File: config.mk
export PLATFORM = sky130hd
export DESIGN_NAME = ik_swift_hps_st_channel_filter
export DESIGN_NICKNAME = d
export VERILOG_FILES = /design/src/rtl/ik_swift_hps_st_channel_filter.sv
export SDC_FILE = /design/constraint.sdc
export NUM_CORES = 1
export LEC_CHECK = 0
export ABC_CLOCK_PERIOD_IN_PS = 2700
export BUFFER_PORTS_ARGS = -buffer_cell sky130_fd_sc_hd__buf_2
export CAP_MARGIN = 10
export CORE_AREA = 2 2 82 84
export DETAILED_ROUTE_END_ITERATION = 12
export DIE_AREA = 0 0 84 86
export PLACE_DENSITY = 0.71
export SLEW_MARGIN = 20
export SYNTH_ARGS = -nofsm -noshare
export SYNTH_HDL_FRONTEND = slang
export SYNTH_SLANG_ARGS = --single-unit
export TNS_END_PERCENT = 5
File: constraint.sdc
create_clock -name clk -period 2.7 [get_ports clk]
set_input_delay 0.54 -clock clk [delete_from_list [all_inputs] [get_ports clk]]
set_output_delay 0.54 -clock clk [all_outputs]
set_load 0.02 [all_outputs]
File: src/rtl/ik_swift_hps_st_channel_filter.sv
// Avalon-ST channel narrower/filter: drops whole packets whose SOP channel exceeds MAX_CHANNEL.
// 1-cycle latency through a 2-entry buffer; in_ready depends only on registered occupancy.
module ik_swift_hps_st_channel_filter #(
  parameter int DATA_W        = 8,
  parameter int IN_CHANNEL_W  = 8,
  parameter int OUT_CHANNEL_W = 2,
  parameter int MAX_CHANNEL   = 0,
  parameter int CNT_W         = 16
) (
  input  logic                     clk,
  input  logic                     reset,
  output logic                     in_ready,
  input  logic                     in_valid,
  input  logic [DATA_W-1:0]        in_data,
  input  logic [IN_CHANNEL_W-1:0]  in_channel,
  input  logic                     in_startofpacket,
  input  logic                     in_endofpacket,
  input  logic                     out_ready,
  output logic                     out_valid,
  output logic [DATA_W-1:0]        out_data,
  output logic [OUT_CHANNEL_W-1:0] out_channel,
  output logic                     out_startofpacket,
  output logic                     out_endofpacket,
  output logic [CNT_W-1:0]         drop_pkt_count,
  output logic [CNT_W-1:0]         proto_err_count
);

  typedef enum logic [1:0] {ST_IDLE, ST_PASS, ST_DROP} state_t;

  typedef struct packed {
    logic [DATA_W-1:0]        data;
    logic [OUT_CHANNEL_W-1:0] ch;
    logic                     sop;
    logic                     eop;
  } beat_t;

  localparam logic [IN_CHANNEL_W-1:0] MAX_CH  = IN_CHANNEL_W'(MAX_CHANNEL);
  localparam logic [CNT_W-1:0]        CNT_MAX = '1;

  state_t                   state_q, state_d;
  logic [OUT_CHANNEL_W-1:0] ch_q, ch_d;
  beat_t [1:0]              mem_q, mem_d;
  logic                     rd_ptr_q, rd_ptr_d;
  logic                     wr_ptr_q, wr_ptr_d;
  logic [1:0]               cnt_q, cnt_d;
  logic [CNT_W-1:0]         drop_q, drop_d;
  logic [CNT_W-1:0]         perr_q, perr_d;

  logic  acc, dlv, wr;
  beat_t wbeat;

  assign in_ready          = (cnt_q != 2'd2);
  assign out_valid         = (cnt_q != 2'd0);
  assign out_data          = mem_q[rd_ptr_q].data;
  assign out_channel       = mem_q[rd_ptr_q].ch;
  assign out_startofpacket = mem_q[rd_ptr_q].sop;
  assign out_endofpacket   = mem_q[rd_ptr_q].eop;
  assign drop_pkt_count    = drop_q;
  assign proto_err_count   = perr_q;

  always_comb begin
    acc        = in_valid && in_ready;
    dlv        = out_valid && out_ready;
    state_d    = state_q;
    ch_d       = ch_q;
    wr         = 1'b0;
    drop_d     = drop_q;
    perr_d     = perr_q;
    wbeat.data = in_data;
    wbeat.ch   = ch_q;
    wbeat.sop  = in_startofpacket;
    wbeat.eop  = in_endofpacket;

    if (acc) begin
      // Any SOP restarts evaluation, truncating a packet still in PASS.
      if (in_startofpacket) begin
        if (in_channel <= MAX_CH) begin
          wr       = 1'b1;
          ch_d     = in_channel[OUT_CHANNEL_W-1:0];
          wbeat.ch = in_channel[OUT_CHANNEL_W-1:0];
          state_d  = in_endofpacket ? ST_IDLE : ST_PASS;
        end else begin
          if (drop_q != CNT_MAX) drop_d = drop_q + 1'b1;
          state_d = in_endofpacket ? ST_IDLE : ST_DROP;
        end
      end else begin
        case (state_q)
          ST_PASS: begin
            wr = 1'b1;
            if (in_endofpacket) state_d = ST_IDLE;
          end
          ST_DROP: begin
            if (in_endofpacket) state_d = ST_IDLE;
          end
          default: begin
            if (perr_q != CNT_MAX) perr_d = perr_q + 1'b1;
          end
        endcase
      end
    end

    mem_d = mem_q;
    if (wr) mem_d[wr_ptr_q] = wbeat;
    wr_ptr_d = wr_ptr_q ^ wr;
    rd_ptr_d = rd_ptr_q ^ dlv;
    cnt_d    = cnt_q;
    if (wr && !dlv)      cnt_d = cnt_q + 2'd1;
    else if (!wr && dlv) cnt_d = cnt_q - 2'd1;
  end

  always_ff @(posedge clk) begin
    if (reset) begin
      state_q  <= ST_IDLE;
      ch_q     <= '0;
      mem_q    <= '0;
      rd_ptr_q <= 1'b0;
      wr_ptr_q <= 1'b0;
      cnt_q    <= 2'd0;
      drop_q   <= '0;
      perr_q   <= '0;
    end else begin
      state_q  <= state_d;
      ch_q     <= ch_d;
      mem_q    <= mem_d;
      rd_ptr_q <= rd_ptr_d;
      wr_ptr_q <= wr_ptr_d;
      cnt_q    <= cnt_d;
      drop_q   <= drop_d;
      perr_q   <= perr_d;
    end
  end

endmodule

Word-level counts from Yosys, hierarchy flattened

Cells that the tools add are included.

Bits in registers: 64
Input port bits: 22
Output and inout bits: 46
Logic and storage cells: 68

$add $sub $neg: 4
Magnitude comparators: 4
Equality and inequality tests: 5
Muxes and demuxes: 20
Bitwise logic cells: 5
Reductions and logical operators: 15

Operators with widths:

| kind                                                                         | number |
|---|---|
| 12-bit two-way mux                                                           | 3 |
| 16-bit by 1-bit adder with 16-bit output, second input constant              | 2 |
| 16-bit inequality test, second input constant                                | 2 |
| 24-bit bitwise mux                                                           | 1 |
| 2-bit two-way mux                                                            | 10 |
| 12-bit demux with 1-bit select                                               | 1 |
| 8-bit by 1-bit <= comparator with 1-bit output, second input constant        | 1 |
| 4-bit AND reduction                                                          | 2 |
| 2-bit nonzero test                                                           | 4 |
| 1-bit logical AND                                                            | 5 |
| 1-bit two-way mux                                                            | 5 |
| 1-bit by 2-bit less-than comparator with 1-bit output, second input constant | 2 |
| 1-bit inverter                                                               | 3 |
| 3-bit AND reduction                                                          | 1 |
| 2-bit by 1-bit adder with 2-bit output, second input constant                | 1 |
| 2-bit by 1-bit == test with 1-bit output, second input constant              | 1 |
| 2-bit == test, second input constant                                         | 1 |
| 1-bit logical NOT                                                            | 2 |
| 2-bit inequality test, second input constant                                 | 1 |
| 2-bit OR reduction                                                           | 1 |
| 2-bit by 1-bit subtractor with 2-bit output, second input constant           | 1 |
| 1-bit bitwise XOR                                                            | 2 |
| 1-bit greater-or-equal comparator, second input constant                     | 1 |

Depth between registers and ports, before layout

Word-level depth: 8
Mapped depth: 10
Gate-level depth less buffers: 8

Worst setup path after synthesis

OpenSTA, ideal clock, no wires.

Path type: input port to flip-flop
Start: input port in_channel[4]
End: register mem_q[10] (netlist bit)
Library setup time: 0.128 ns
Data arrival time: 2.749 ns
Required time: 2.572 ns
Slack: -0.177 ns
Stages: 10
Buffers on the path: 3
Cell sequence: or4_1 -> nor2_1 -> buf_2 -> mux2i_1 -> nor2_1 -> ha_1 -> clkbuf_1 -> buf_1 -> mux2i_1 -> nor2_1

Cells in the longest elaborated chain, start to end: 4

RTL lines:

| element                                        | RTL line | RTL |
|---|---|---|
| start, declared                                | 15       | `input logic [IN_CHANNEL_W-1:0] in_channel,` |
| 8-bit by 1-bit <= comparator with 1-bit output | 77       | `if (in_channel <= MAX_CH) begin` |
| 1-bit two-way mux                              | 77       |  |
| 1-bit two-way mux                              | 76       | `if (in_startofpacket) begin` |
| 1-bit two-way mux                              | 74       | `if (acc) begin` |
| end signal, assigned                           | 124      | `mem_q <= mem_d;` |
| end, declared                                  | 42       | `beat_t [1:0] mem_q, mem_d;` |

No other way between the ends.
A chain may end at the register's enable or synchronous reset.

Worst setup path after layout

Start: input port in_channel[4]
End: register cnt_q[1]

Cells in the longest elaborated chain, start to end: 7
Elaborated cells between the ends (all ways): 9
Classes of those cells: order compare (1); mux (4); reduce/logical (4)

RTL lines:

| element                                          | RTL line | RTL |
|---|---|---|
| 8-bit by 1-bit <= comparator with 1-bit output * | 77       |  |
| 1-bit two-way mux *                              | 77       |  |
| 1-bit two-way mux *                              | 76       |  |
| 1-bit two-way mux *                              | 74       |  |
| 1-bit logical NOT                                | 108      | `else if (!wr && dlv) cnt_d = cnt_q - 2'd1;` |
| 1-bit logical AND                                | 108      |  |
| 2-bit nonzero test (no line)                     | --       |  |
| end signal, assigned                             | 127      | `cnt_q <= cnt_d;` |
| end, declared                                    | 45       | `logic [1:0] cnt_q, cnt_d;` |

Every way passes the cells marked *; elsewhere a longest branch is shown, timed or not.

==> metrics <==
Clock power frac 0.459; clk slew on worst S/H paths ~0.070 ns; net switching power figure about 0.44 mW; Resize count post-CTS 0; I/O Buffers between 60 and 70; Area contributors post-synth dfxtp_1 (43%), mux2i_1 (7.5%), nor2_1 (7.1%); routed length per instance 13.43 um; Final Max Slew Viols 0; relative slew slack 0.5822; vias in the first global route about 2400; Netlist cell types 36; total clock sinks between 60 and 70; setup_tns 0 ns; final WL ~6.4 mm; ys flop type dfxtp_1; hold_ws 0.4468 ns; Starting Density 0.4700; Final #Nets 420; crit-path max cell delay ~0.5 ns; Post-synth ARST share 0; CTS Root Cell clkbuf_8; Pwr Total between 1.5 and 2 mW; fmax roughly 460 MHz; DRC 0; crit end category flop; CP Class in -> reg; gr usage total 0.1841; outcome finished clean; initial antenna violation count 0; CTS tree done; Comb power frac 0.052; layout cell share with drive strength beyond 1 0.2670; Final period util 0.8042; Yosys top cell area share 0.4343; Int Power between 1.5 and 2 mW; dpl cell area around 0.0034 mm^2; Slowest-stage cell, CP or4_1; Final setup viols 0; Critical Path Start in_channel[4]; CTS max path bufs 2; Area Growth Syn to Fin 21.71%; post-DP HPWL ~4.5 mm; top post-synthesis cells by count dfxtp_1 (64), nor2_1 (56), xnor2_1 (23); Mapped Area just under 0.003 mm^2; # diodes 0; Worst Tran Pin Value ~0.63 ns; Num CTS Buffers 9; crit-path cells buf_2, or4_1, nor2_1, mux2i_1, nor2_1, ha_1, or3_1, a21oi_1; most common cell in the netlist dfxtp_1; max cap viols 0; FP Rows 29; CP delay by family, top simple AND/OR/NAND/NOR gates; vias per cell about 5.3; Final ANT Viol Nets 0; maximum VDD drop slightly above 0.0004 V; Crit path top cell by count nor2_1; Sw Share 0.2215; Via Count roughly 2500; first-pass GRT wire length between 10 and 15 mm; worst clock skew ~0.0063 ns; Clk Latency, worst-skew pair roughly 0.33 ns; design area ~0.0036 mm^2; critical path arrival between 2 and 2.5 ns; Syn Area/Cell ~9.1 um^2; Synth area leader dfxtp_1; RSZ-0062 raised after global routing false; RR Startpoint drop_pkt_count[0]$_SDFFE_PP0P_; Min-Delay Path Class reg -> reg; CP required approximately 3 ns; CP Max Fanout 3; buffer count from post-CTS setup fixing 0; Hold Path Cell Cnt 2; Setup crit start kind input pin; total core area around 0.0063 mm^2; P_leak around 1.4 nW; # IOs approximately 70; Post-synth EDFFs 0; register area share after synthesis 0.4343; Hold EP ch_q[0]$_SDFF_PP0_; cts hold-fix bufs 0; RR Endpoint drop_pkt_count[5]$_SDFFE_PP0P_; largest net degree at the start of global routing 35; Initial DRC Count 56; Post-Syn Instances between 300 and 400; Synth Net Count 354; number of synthesized register bits between 60 and 70; min Tclk post-route around 2.2 ns; min-delay src ch_q[0]$_SDFF_PP0_; Die Height approximately 86 um; gpl congestion 0.7764; filler instances approximately 580; Flop pwr share 0.489; First-pass DRT Iterations 4; crit path buf inv count 1; power density over cell area ~550 mW/mm^2; htree depth 3; die area a little over 0.007 mm^2; grt total ovfl 0; die width ~84 um; Final Hold Vio Count 0; reg2reg setup slack about 0.61 ns; Worst R2R Path Depth 6; Yosys warning total 0
[cell type report]
cell class / count / area (um^2) / share of cell area
clock buffer: 11 / 141.4 / 0.03937
clock inverter: 5 / 78.83 / 0.02195
inverter: 3 / 11.26 / 0.003136
multi-input combinational: 241 / 1577 / 0.4390
sequential: 64 / 1281 / 0.3568
tap: 77 / 96.34 / 0.02683
timing repair buffer: 73 / 405.4 / 0.1129
[power groups by stage]
stage	Clock, mW	Combinational (mW)	Sequential [mW]
floorplan	0	0.0678	0.986
global placement	0	0.101	0.987
detailed placement	0	0.103	0.988
CTS	0.934	0.104	0.966
global route	0.979	0.113	0.968
finish	0.907	0.102	0.967
[cell usage in the layout, fill, tap and decap left out, types with 2 or more instances in the layout]
cell type and n:
mux2i_1 22, a21oi_1 14, nor2_1 56, nand3_1 16, clkinv_2 2, nand2b_1 9, or3_1 6, a31o_2 2
dfxtp_1 64, inv_1 3, buf_2 67, ha_1 6, nor3_1 10, buf_4 4, or2_2 2, and4_1 4
nand2_1 12, nor4_1 9, nand4_1 8, o21ai_0 8, xor2_1 4, buf_12 2, xnor2_1 23, bufinv_16 2
mux2_2 12, clkbuf_8 10, and3_1 5, nor4b_1 2, or4_1 2
[metal layers]
| metal | track usage | share of wire |
|---|---|---|
| met3 | 0.04812 | 0.033 |
| met5 | 0 | 0 |
| met2 | 0.3127 | 0.49 |
| met4 | 0.07185 | 0.016 |
| met1 | 0.2243 | 0.47 |
[state kept, by name, summed over array words and instances (netlist names)]
signal           flops
proto_err_count     16
ch_q                 2
drop_pkt_count      16
rd_ptr_q             1
cnt_q                2
mem_q               24
state_q              2
wr_ptr_q             1
[worst register-to-register path: stages (launching register included)]
cell     delay [ns]
dfxtp_1        0.34
ha_1           0.27
and3_1         0.20
and4b_1        0.26
or3_1          0.44
or3_1          0.35
a21oi_1        0.16
[cells by family after synthesis]
kind of cell / count (synthesis) / synth area share
multiplexers: 34 / 0.1204
AND/OR/NAND/NOR: 147 / 0.2578
flip-flops: 64 / 0.4343
AO/OA/AOI/OAI: 27 / 0.05047
adder cells (fa/ha/maj): 6 / 0.02544
buffers and inverters: 21 / 0.03138
XOR/XNOR: 27 / 0.08015
[worst max path at each step]
stage,end,cells after the start
final,cnt_q[1]$_SDFFE_PP0P_,8
after global routing,cnt_q[1]$_SDFFE_PP0P_,8
after CTS,cnt_q[1]$_SDFFE_PP0P_,8
after detailed placement,cnt_q[1]$_SDFFE_PP0P_,8
after global placement,cnt_q[1]$_SDFFE_PP0P_,8
after floorplan,mem_q[12]$_SDFFE_PP0P_,10
[per-stage QoR]
step	util	worst slack (ns)	cells
6_report	0.5721	0.5287	474
5_1_grt	0.5721	0.3797	474
4_1_cts	0.5721	0.5154	474
3_5_place_dp	0.5370	0.1589	458
3_3_place_gp	0.5370	0.2149	458
2_1_floorplan	-	-0.1769	326
Note: power is estimated with default switching activity, not from simulation.
